## config.mk

```make
export PLATFORM = sky130hd
export DESIGN_NAME = logic_unit_pipe_flat
export DESIGN_NICKNAME = d
export VERILOG_FILES = /design/src/rtl/logic_unit_pkg.sv /design/src/rtl/logic_unit_pipe_if.sv /design/src/rtl/logic_unit_stage.sv /design/src/rtl/logic_unit_pipe.sv /design/src/flat_wrapper.sv
export SDC_FILE = /design/constraint.sdc
export NUM_CORES = 1
export LEC_CHECK = 0
export ABC_CLOCK_PERIOD_IN_PS = 1410
export CAP_MARGIN = 20
export CORE_MARGIN = 5
export CORE_UTILIZATION = 52
export DETAILED_ROUTE_END_ITERATION = 12
export HOLD_SLACK_MARGIN = 0.02
export PLACE_DENSITY = 0.92
export SLEW_MARGIN = 20
export SYNTH_ARGS = -nofsm -noshare
export SYNTH_HDL_FRONTEND = slang
export SYNTH_SLANG_ARGS = --single-unit
```

## constraint.sdc

```tcl
create_clock -name clk -period 1.41 [get_ports clk]
set_input_delay 0.282 -clock clk [delete_from_list [all_inputs] [get_ports clk]]
set_output_delay 0.282 -clock clk [all_outputs]
set_load 0.02 [all_outputs]
```

## src/rtl/logic_unit_pkg.sv

```systemverilog
// logic_unit_pkg: opcodes and the bitwise operation shared by the logic unit pipeline.
package logic_unit_pkg;

    localparam int OP_W = 3;

    typedef enum logic [OP_W-1:0] {
        OP_AND,
        OP_OR,
        OP_NAND,
        OP_NOR,
        OP_XOR,
        OP_XNOR,
        OP_NOT_A,
        OP_PASS_A
    } op_e;

    // Evaluated at 64 bits; callers truncate to their own operand width.
    function automatic logic [63:0] apply_op(op_e op, logic [63:0] a, logic [63:0] b);
        case (op)
            OP_AND:   return a & b;
            OP_OR:    return a | b;
            OP_NAND:  return ~(a & b);
            OP_NOR:   return ~(a | b);
            OP_XOR:   return a ^ b;
            OP_XNOR:  return ~(a ^ b);
            OP_NOT_A: return ~a;
            default:  return a;
        endcase
    endfunction

endpackage

```

## src/rtl/logic_unit_pipe_if.sv

```systemverilog
// logic_unit_pipe_if: operand/result valid-ready bundle for logic_unit_pipe.
interface logic_unit_pipe_if #(parameter int WIDTH = 8);
    import logic_unit_pkg::*;

    logic             in_valid;
    logic             in_ready;
    logic [WIDTH-1:0] a;
    logic [WIDTH-1:0] b;
    op_e              op;
    logic             out_valid;
    logic             out_ready;
    logic [WIDTH-1:0] result;
    logic             zero;
    logic             parity;
    op_e              out_op;

    modport master (
        output in_valid, a, b, op, out_ready,
        input  in_ready, out_valid, result, zero, parity, out_op
    );

    modport slave (
        input  in_valid, a, b, op, out_ready,
        output in_ready, out_valid, result, zero, parity, out_op
    );

endinterface

```

## src/rtl/logic_unit_stage.sv

```systemverilog
// logic_unit_stage: one valid/ready register slice carrying a W-bit payload.
module logic_unit_stage #(
    parameter int           W       = 8,
    parameter logic [W-1:0] RST_VAL = '0
) (
    input  logic         clk,
    input  logic         rst_n,
    input  logic         in_valid,
    output logic         in_ready,
    input  logic [W-1:0] in_data,
    output logic         out_valid,
    input  logic         out_ready,
    output logic [W-1:0] out_data
);

    logic         valid_q, valid_d;
    logic [W-1:0] data_q, data_d;

    // Ready when empty or when the occupant leaves this same cycle.
    always_comb begin
        in_ready = !valid_q || out_ready;
        valid_d  = in_ready ? in_valid : valid_q;
        data_d   = (in_ready && in_valid) ? in_data : data_q;
    end

    always_ff @(posedge clk or negedge rst_n) begin
        if (!rst_n) begin
            valid_q <= 1'b0;
            data_q  <= RST_VAL;
        end else begin
            valid_q <= valid_d;
            data_q  <= data_d;
        end
    end

    assign out_valid = valid_q;
    assign out_data  = data_q;

endmodule

```

## src/rtl/logic_unit_pipe.sv

```systemverilog
// logic_unit_pipe: pipelined bitwise logic unit with valid/ready handshakes.
// Defining LOGIC_UNIT_PIPE_STATS_EN adds a saturating op_count output.
module logic_unit_pipe
    import logic_unit_pkg::*;
#(
    parameter int WIDTH  = 8,
    parameter int STAGES = 2
) (
    input logic              clk,
    input logic              rst_n,
    logic_unit_pipe_if.slave bus
`ifdef LOGIC_UNIT_PIPE_STATS_EN
    ,
    output logic [31:0]      op_count
`endif
);

    // Payload layout: {op, parity, zero, result}
    localparam int             PW      = WIDTH + OP_W + 2;
    localparam logic [PW-1:0]  RST_VAL = PW'(1) << WIDTH;

    logic [WIDTH-1:0] res;
    logic [STAGES:0]  v;
    logic [STAGES:0]  r;
    logic [PW-1:0]    d [STAGES+1];

    assign res  = WIDTH'(apply_op(bus.op, 64'(bus.a), 64'(bus.b)));
    assign v[0] = bus.in_valid;
    assign d[0] = {bus.op, ^res, ~|res, res};
    assign r[STAGES] = bus.out_ready;
    assign bus.in_ready = r[0];

    for (genvar i = 0; i < STAGES; i++) begin : g_stage
        logic_unit_stage #(.W(PW), .RST_VAL(RST_VAL)) u_stage (
            .clk       (clk),
            .rst_n     (rst_n),
            .in_valid  (v[i]),
            .in_ready  (r[i]),
            .in_data   (d[i]),
            .out_valid (v[i+1]),
            .out_ready (r[i+1]),
            .out_data  (d[i+1])
        );
    end

    assign bus.out_valid = v[STAGES];
    assign bus.result    = d[STAGES][WIDTH-1:0];
    assign bus.zero      = d[STAGES][WIDTH];
    assign bus.parity    = d[STAGES][WIDTH+1];
    assign bus.out_op    = op_e'(d[STAGES][WIDTH+2 +: OP_W]);

`ifdef LOGIC_UNIT_PIPE_STATS_EN
    logic [31:0] cnt_q, cnt_d;

    always_comb begin
        cnt_d = (bus.out_valid && bus.out_ready && cnt_q != '1) ? cnt_q + 32'd1 : cnt_q;
    end

    always_ff @(posedge clk or negedge rst_n) begin
        if (!rst_n) begin
            cnt_q <= '0;
        end else begin
            cnt_q <= cnt_d;
        end
    end

    assign op_count = cnt_q;
`endif

endmodule

```

## src/flat_wrapper.sv

```systemverilog
// flat-port wrapper written by rule: the top's interface ports become plain ports
module logic_unit_pipe_flat import logic_unit_pkg::*;
#(
    parameter int WIDTH  = 8,
    parameter int STAGES = 2
)
  (clk, rst_n, bus_in_valid, bus_a, bus_b, bus_op, bus_out_ready, bus_in_ready, bus_out_valid, bus_result, bus_zero, bus_parity, bus_out_op);
  logic_unit_pipe_if #(.WIDTH(WIDTH)) bus_i ();
  input logic clk;
  input logic rst_n;
  input wire logic [$bits(bus_i.in_valid)-1:0] bus_in_valid;
  input wire logic [$bits(bus_i.a)-1:0] bus_a;
  input wire logic [$bits(bus_i.b)-1:0] bus_b;
  input wire logic [$bits(bus_i.op)-1:0] bus_op;
  input wire logic [$bits(bus_i.out_ready)-1:0] bus_out_ready;
  output wire logic [$bits(bus_i.in_ready)-1:0] bus_in_ready;
  output wire logic [$bits(bus_i.out_valid)-1:0] bus_out_valid;
  output wire logic [$bits(bus_i.result)-1:0] bus_result;
  output wire logic [$bits(bus_i.zero)-1:0] bus_zero;
  output wire logic [$bits(bus_i.parity)-1:0] bus_parity;
  output wire logic [$bits(bus_i.out_op)-1:0] bus_out_op;
  assign bus_i.in_valid = bus_in_valid;
  assign bus_i.a = bus_a;
  assign bus_i.b = bus_b;
  assign bus_i.op = bus_op;
  assign bus_i.out_ready = bus_out_ready;
  assign bus_in_ready = bus_i.in_ready;
  assign bus_out_valid = bus_i.out_valid;
  assign bus_result = bus_i.result;
  assign bus_zero = bus_i.zero;
  assign bus_parity = bus_i.parity;
  assign bus_out_op = bus_i.out_op;
  logic_unit_pipe #(.WIDTH(WIDTH), .STAGES(STAGES)) u_core (.clk(clk), .rst_n(rst_n), .bus(bus_i));
endmodule
```

# Word-level counts from Yosys, hierarchy flattened
# Index checks and enable logic that the tools add are counted.
word_totals:
  register_bits: 28
  latch_bits: 0
  ram_bits: 0
  mem_bits_ro: 0
  in_bits: 23
  output_inout_bits: 15
  wordCells: 28
  mem_count: 0
op_classes:
  n_addsub: 0
  multipliers: 0
  div: 0
  magnitude_cmp: 0
  eq_ne: 6
  n_shift: 0
  n_mux: 1
  bitwise_logic: 7
  n_reduce_logical: 10
ops:
  columns: ["operator", "count"]
  rows:
  - ["8-bit case mux with 7 select lines", 1]
  - ["8-bit inverter", 4]
  - ["3-bit equality test, second input constant", 3]
  - ["8-bit bitwise AND", 1]
  - ["8-bit bitwise OR", 1]
  - ["8-bit OR reduction", 1]
  - ["8-bit XOR reduction", 1]
  - ["8-bit bitwise XOR", 1]
  - ["3-bit by 2-bit equality test with 1-bit output, second input constant", 2]
  - ["3-bit by 1-bit equality test with 1-bit output, second input constant", 1]
  - ["1-bit zero test", 3]
  - ["3-bit zero test", 1]
  - ["1-bit logical AND", 2]
  - ["1-bit logical OR", 2]

# Depth between registers and ports, before layout
depth:
  word_depth: 5
  mapped_depth: 10
  mapped_depth_nobuf: 10

# Cells and area by module
# Synthesis repeated with hierarchy kept, for this count alone.
hier_totals:
  hier_cells: 179
  area_unflattened_um2: 2147.1
modules_own_cells:
  columns: ["mod", "n_inst", "cells_per_inst", "area_per_inst_um2", "seq_area_each_um2"]
  rows:
  - ["logic_unit_stage", 2, 31, 588.1, 351.6]
  - ["logic_unit_pipe", 1, 117, 970.9, 0.0]

# Worst setup path after synthesis
# No wires, ideal clock.
synth_path:
  path_type: "input port to flip-flop"
  from: "input bus_a[5]"
  to: "register u_core.g_stage[0].u_stage.data_q[9]"
  setup_ns: 0.128
  arrival_ns: 1.928
  required_ns: 1.282
  setup_slack_ns: -0.646
  cell_stages: 10
  path_buffers: 0
  path_cell_list: "inv_1 ha_1 nor2b_1 a211o_1 a311o_1 nand2_1 ha_1 xnor2_1 xnor2_1 o21ai_0"
synth_via:
  elab_chain_len: 4
  elab_cells_between_ends: 9
  classes_between: "1 x mux; 7 x bitwise; 1 x reduce/logical"
synth_lines:
  columns: ["item", "line_no", "source"]
  rows:
  - ["from (decl)", "flat_wrapper.sv:12", "input wire logic [$bits(bus_i.a)-1:0] bus_a;"]
  - ["8-bit bitwise XOR (tied with other cells)", "logic_unit_pkg.sv:24, logic_unit_pkg.sv:25", null]
  - ["8-bit inverter (on tied branches)", "logic_unit_pkg.sv:25, logic_unit_pkg.sv:22, logic_unit_pkg.sv:23", null]
  - ["8-bit case mux with 7 select lines (*)", "logic_unit_pkg.sv:19", "case (op)"]
  - ["8-bit XOR reduction (*)", "logic_unit_pipe.sv:29", "assign d[0] = {bus.op, ^res, ~|res, res};"]
  - ["to (signal assigned)", "logic_unit_stage.sv:32", "data_q <= data_d;"]
  - ["to (decl)", "logic_unit_stage.sv:17", "logic [W-1:0] data_q, data_d;"]
# Every way passes the cells marked *; elsewhere a longest branch is shown, timed or not.
# A chain may end at the register's enable or synchronous reset.

# Final worst setup path
layout_path:
  from: "input bus_a[2]"
  to: "register u_core.g_stage[0].u_stage.data_q[9]"
# Same word-level chain as after synthesis.

==> results by group <==
Critical path
  • Worst path max stage delay: 0.37 ns
  • Worst reg2reg startpoint: u_core.g_stage[1].u_stage.out_valid$_DFFE_PN0P_
  • Kind of critical path: in -> reg
  • Critical Path, Cell by Cell: buf_2 -> inv_1 -> ha_4 -> nor2_2 -> a21oi_2 -> mux2i_2 -> nor2_1 -> ha_1 -> xnor2_4 -> xnor2_2 -> o21ai_2
  • Reg2reg setup slack: 0.15 ns
  • Reg-to-Reg End: u_core.g_stage[1].u_stage.out_data[12]$_DFFE_PN0P_
  • CP max FO: 3
  • Cells on worst reg2reg path: 5
  • Critical path launch point type: input port
  • Critical path arrival: between 2 and 2.5 ns
  • Cell at the slowest stage of the critical path: ha_1
  • CP Capture Type: flip-flop
  • CP Data Required Time: 1.58 ns

Synthesis
  • Mapped Area: 1970 um^2
  • Async set or reset register ratio after synthesis: 100%
  • Synth Net Count: 239
  • FF+latch count, synth: 28
  • Share of the yosys chip area belonging to registers: 35.7%
  • Yosys warning total: 0
  • Area leader, netlist: dfrtp_1
  • Post-synth EDFFs: 0
  • Share of the synthesized area in the top cell type: between 30% and 40%
  • Synth Area per Inst: roughly 10 um^2
  • Synth area leaders: dfrtp_1 33%, ha_1 13%, mux2_2 10%
  • Commonest cells post-synth: 26 x dfrtp_1, 20 x ha_1, 18 x mux2_2
  • Top FF cell, synth: dfrtp_1
  • Synth cell types: between 40 and 50
  • Most common cell in the synthesized netlist: dfrtp_1
  • Cells after Synth: 196

STA
  • Post-route setup slack: -0.582 ns
  • Final slew viol count: 0
  • Setup TNS: -1.11 ns
  • Setup repair after global routing missed its margin: yes
  • Hold Worst Slack: between 0.3 and 0.4 ns
  • Worst clock skew: 0.00515 ns
  • Final min period: 1.99 ns
  • Fin crit share: 141%
  • Fmax: 502 MHz
  • Final Hold Vio Count: 0
  • Setup-failing EPs final: 6
  • Slew HR: 79.8%
  • Slew of the pin with the lowest slew margin: approximately 0.3 ns

Floorplanning
  • Die area: 5120 um^2
  • Die height: just over 70 um
  • Initial core utilization: 53.8%
  • # rows: 22
  • Core area: 3660 um^2
  • Die Wd: around 70 um
  • # IOs: 38

CTS
  • TritonCTS Buffers: 3
  • Max H-tree Level: 1
  • Worst-path clk slew: 0.09 ns
  • Num Clock Sinks: 28
  • CTS root buffer: clkbuf_8
  • Hold-fix buffers, CTS: 0
  • Worst-skew pair later-pin latency: 0.27 ns
  • Worst-case clock buffer depth: 2
  • CTS tree: done

Finish
  • Post-route cell area: 3080 um^2
  • Area Growth Syn to Fin: 56.3%
  • N_diodes: 0
  • Share of layout cells above drive strength 1: 56.2%
  • Fin nets: approximately 310

Pwr
  • Clock power share: 14.9%
  • Comb pwr share: about 48%
  • Switching Fraction: about a third
  • Seq pwr share: 37.5%
  • Pint: 1910 uW
  • Final Total Pwr: around 2900 uW
  • Pleak: 0.00143 uW
  • NetSw: slightly below 1000 uW
  • Peak VDD IR: approximately 0.00044 V
  • Pwr/cell area: 936 nW/um^2

Drt
  • # DRC: 0
  • DRT Wirelength: between 5000 and 6000 um
  • Detailed-route via count: 1764
  • Post-DRT Antenna Nets: 0
  • Drt wl/cell: 19.1 um
  • Drt via density: 5.64
  • First drt pass iteration count: 4
  • Iteration-0 DRC Markers: 112

Outcome
  • Outcome: finished with violations
  • Violated checks: setup timing

Place
  • GP Congestion: 0.794
  • # port buffers: 37
  • HPWL reported at the end of detailed placement: around 3000 um
  • Area post-placement: roughly 2600 um^2

Global route
  • GRT Util Overall: between 15 and 20%
  • First-pass GRT wire length: 7800 um
  • Grt total ovfl: 0
  • Vias in the first global route: 1722
  • Initial antenna violation count: 0
  • Pin count of the biggest net entering global routing: 29

Run
  • Max_cap viols: 0

Min path
  • Worst Hold Class: in -> async
## layout make-up
type,instances,area [um^2]
inverters,16,82.6
well taps,48,60.1
flip-flops and latches,28,704
fillers,198,584
multi-input cells,133,1370
repair buffers,84,816
clock buffers,4,45.0
## cell families after synthesis
logic type | count (synthesis) | synth area share (%)
compound gates | 29 | 10.9
xor+xnor | 5 | 2.22
fa+ha+maj | 20 | 12.7
buf+inv | 35 | 10.4
flops | 28 | 35.7
mux | 25 | 14.2
simple gates | 54 | 13.9
## placed cells by master (no fill, tap or decap), types with 3 or more instances in the layout
master,n
dfrtp_1,25
clkbuf_8,3
buf_2,9
mux2_4,5
a21oi_2,5
mux2_2,15
buf_6,8
clkbuf_2,3
nor2_1,9
ha_1,11
buf_4,33
inv_2,5
o31a_1,3
buf_12,5
buf_8,8
nand2_1,13
ha_4,8
inv_1,6
inv_4,4
o21ai_2,5
nand2b_1,7
clkdlybuf4s50_1,3
dlygate4sd2_1,12
## power groups by stage
stage,Combinational [uW],Clock [uW],Sequential [uW]
CTS,1110,446,1080
global route,1450,468,1100
global placement,1060,0,1080
detailed placement,1100,0,1100
floorplan,730,0,1080
finish,1370,430,1080
## layer usage
layer / global-route usage (%) / vias up / share of wire, %
met2: 35.9 / 79 / 53
met3: 2.10 / 23 / 5.0
met4: 10.2 / 0 / 4.1
li1: - / 801 / -
met5: 0 / - / 0
met1: 21.1 / 861 / 38
## how the worst max path moves through the flow
stage	depth (start not counted)	slack, ns	startpoint	to
2_1_floorplan	10	-0.56	bus_a[5]	u_core.g_stage[0].u_stage.out_data[9]$_DFFE_PN0P_
3_3_place_gp	12	-1.24	bus_a[5]	u_core.g_stage[0].u_stage.out_data[9]$_DFFE_PN0P_
3_5_place_dp	12	-1.33	bus_a[5]	u_core.g_stage[0].u_stage.out_data[9]$_DFFE_PN0P_
4_1_cts	9	-0.46	bus_op[0]	u_core.g_stage[0].u_stage.out_data[9]$_DFFE_PN0P_
5_1_grt	11	-0.64	bus_a[2]	u_core.g_stage[0].u_stage.out_data[9]$_DFFE_PN0P_
6_report	11	-0.58	bus_a[2]	u_core.g_stage[0].u_stage.out_data[9]$_DFFE_PN0P_
## worst max-delay path, delay by kind of cell
kind / cells / cell delay [ns]
buffers and inverters: 2 / 0.20
adder cells (fa/ha/maj): 2 / 0.64
multiplexers: 1 / 0.33
AO/OA/AOI/OAI: 2 / 0.22
XOR/XNOR: 2 / 0.35
AND/OR/NAND/NOR: 2 / 0.13
## timing repair
item	CTS	global route
cloned	1	1
pin swaps	33	25
setup buffers	10	9
endpoints found under the setup margin	28	13
resized for setup	130	65
## per-stage QoR
| stage | cells | utilization [%] | setup WS, ns |
|---|---|---|---|
| floorplan | 196 | - | -0.563 |
| global placement | 293 | 70.3 | -1.24 |
| detailed placement | 293 | 70.3 | -1.33 |
| CTS | 306 | 76.0 | -0.463 |
| global route | 313 | 84.0 | -0.638 |
| finish | 313 | 84.0 | -0.582 |
## registers in the layout, summed over array words and instances, names as in the netlist
| name | count |
|---|---|
| u_core.g_stage.u_stage.out_data | 26 |
| u_core.g_stage.u_stage.out_valid | 2 |
No activity file was read; power rests on OpenSTA's default activity.
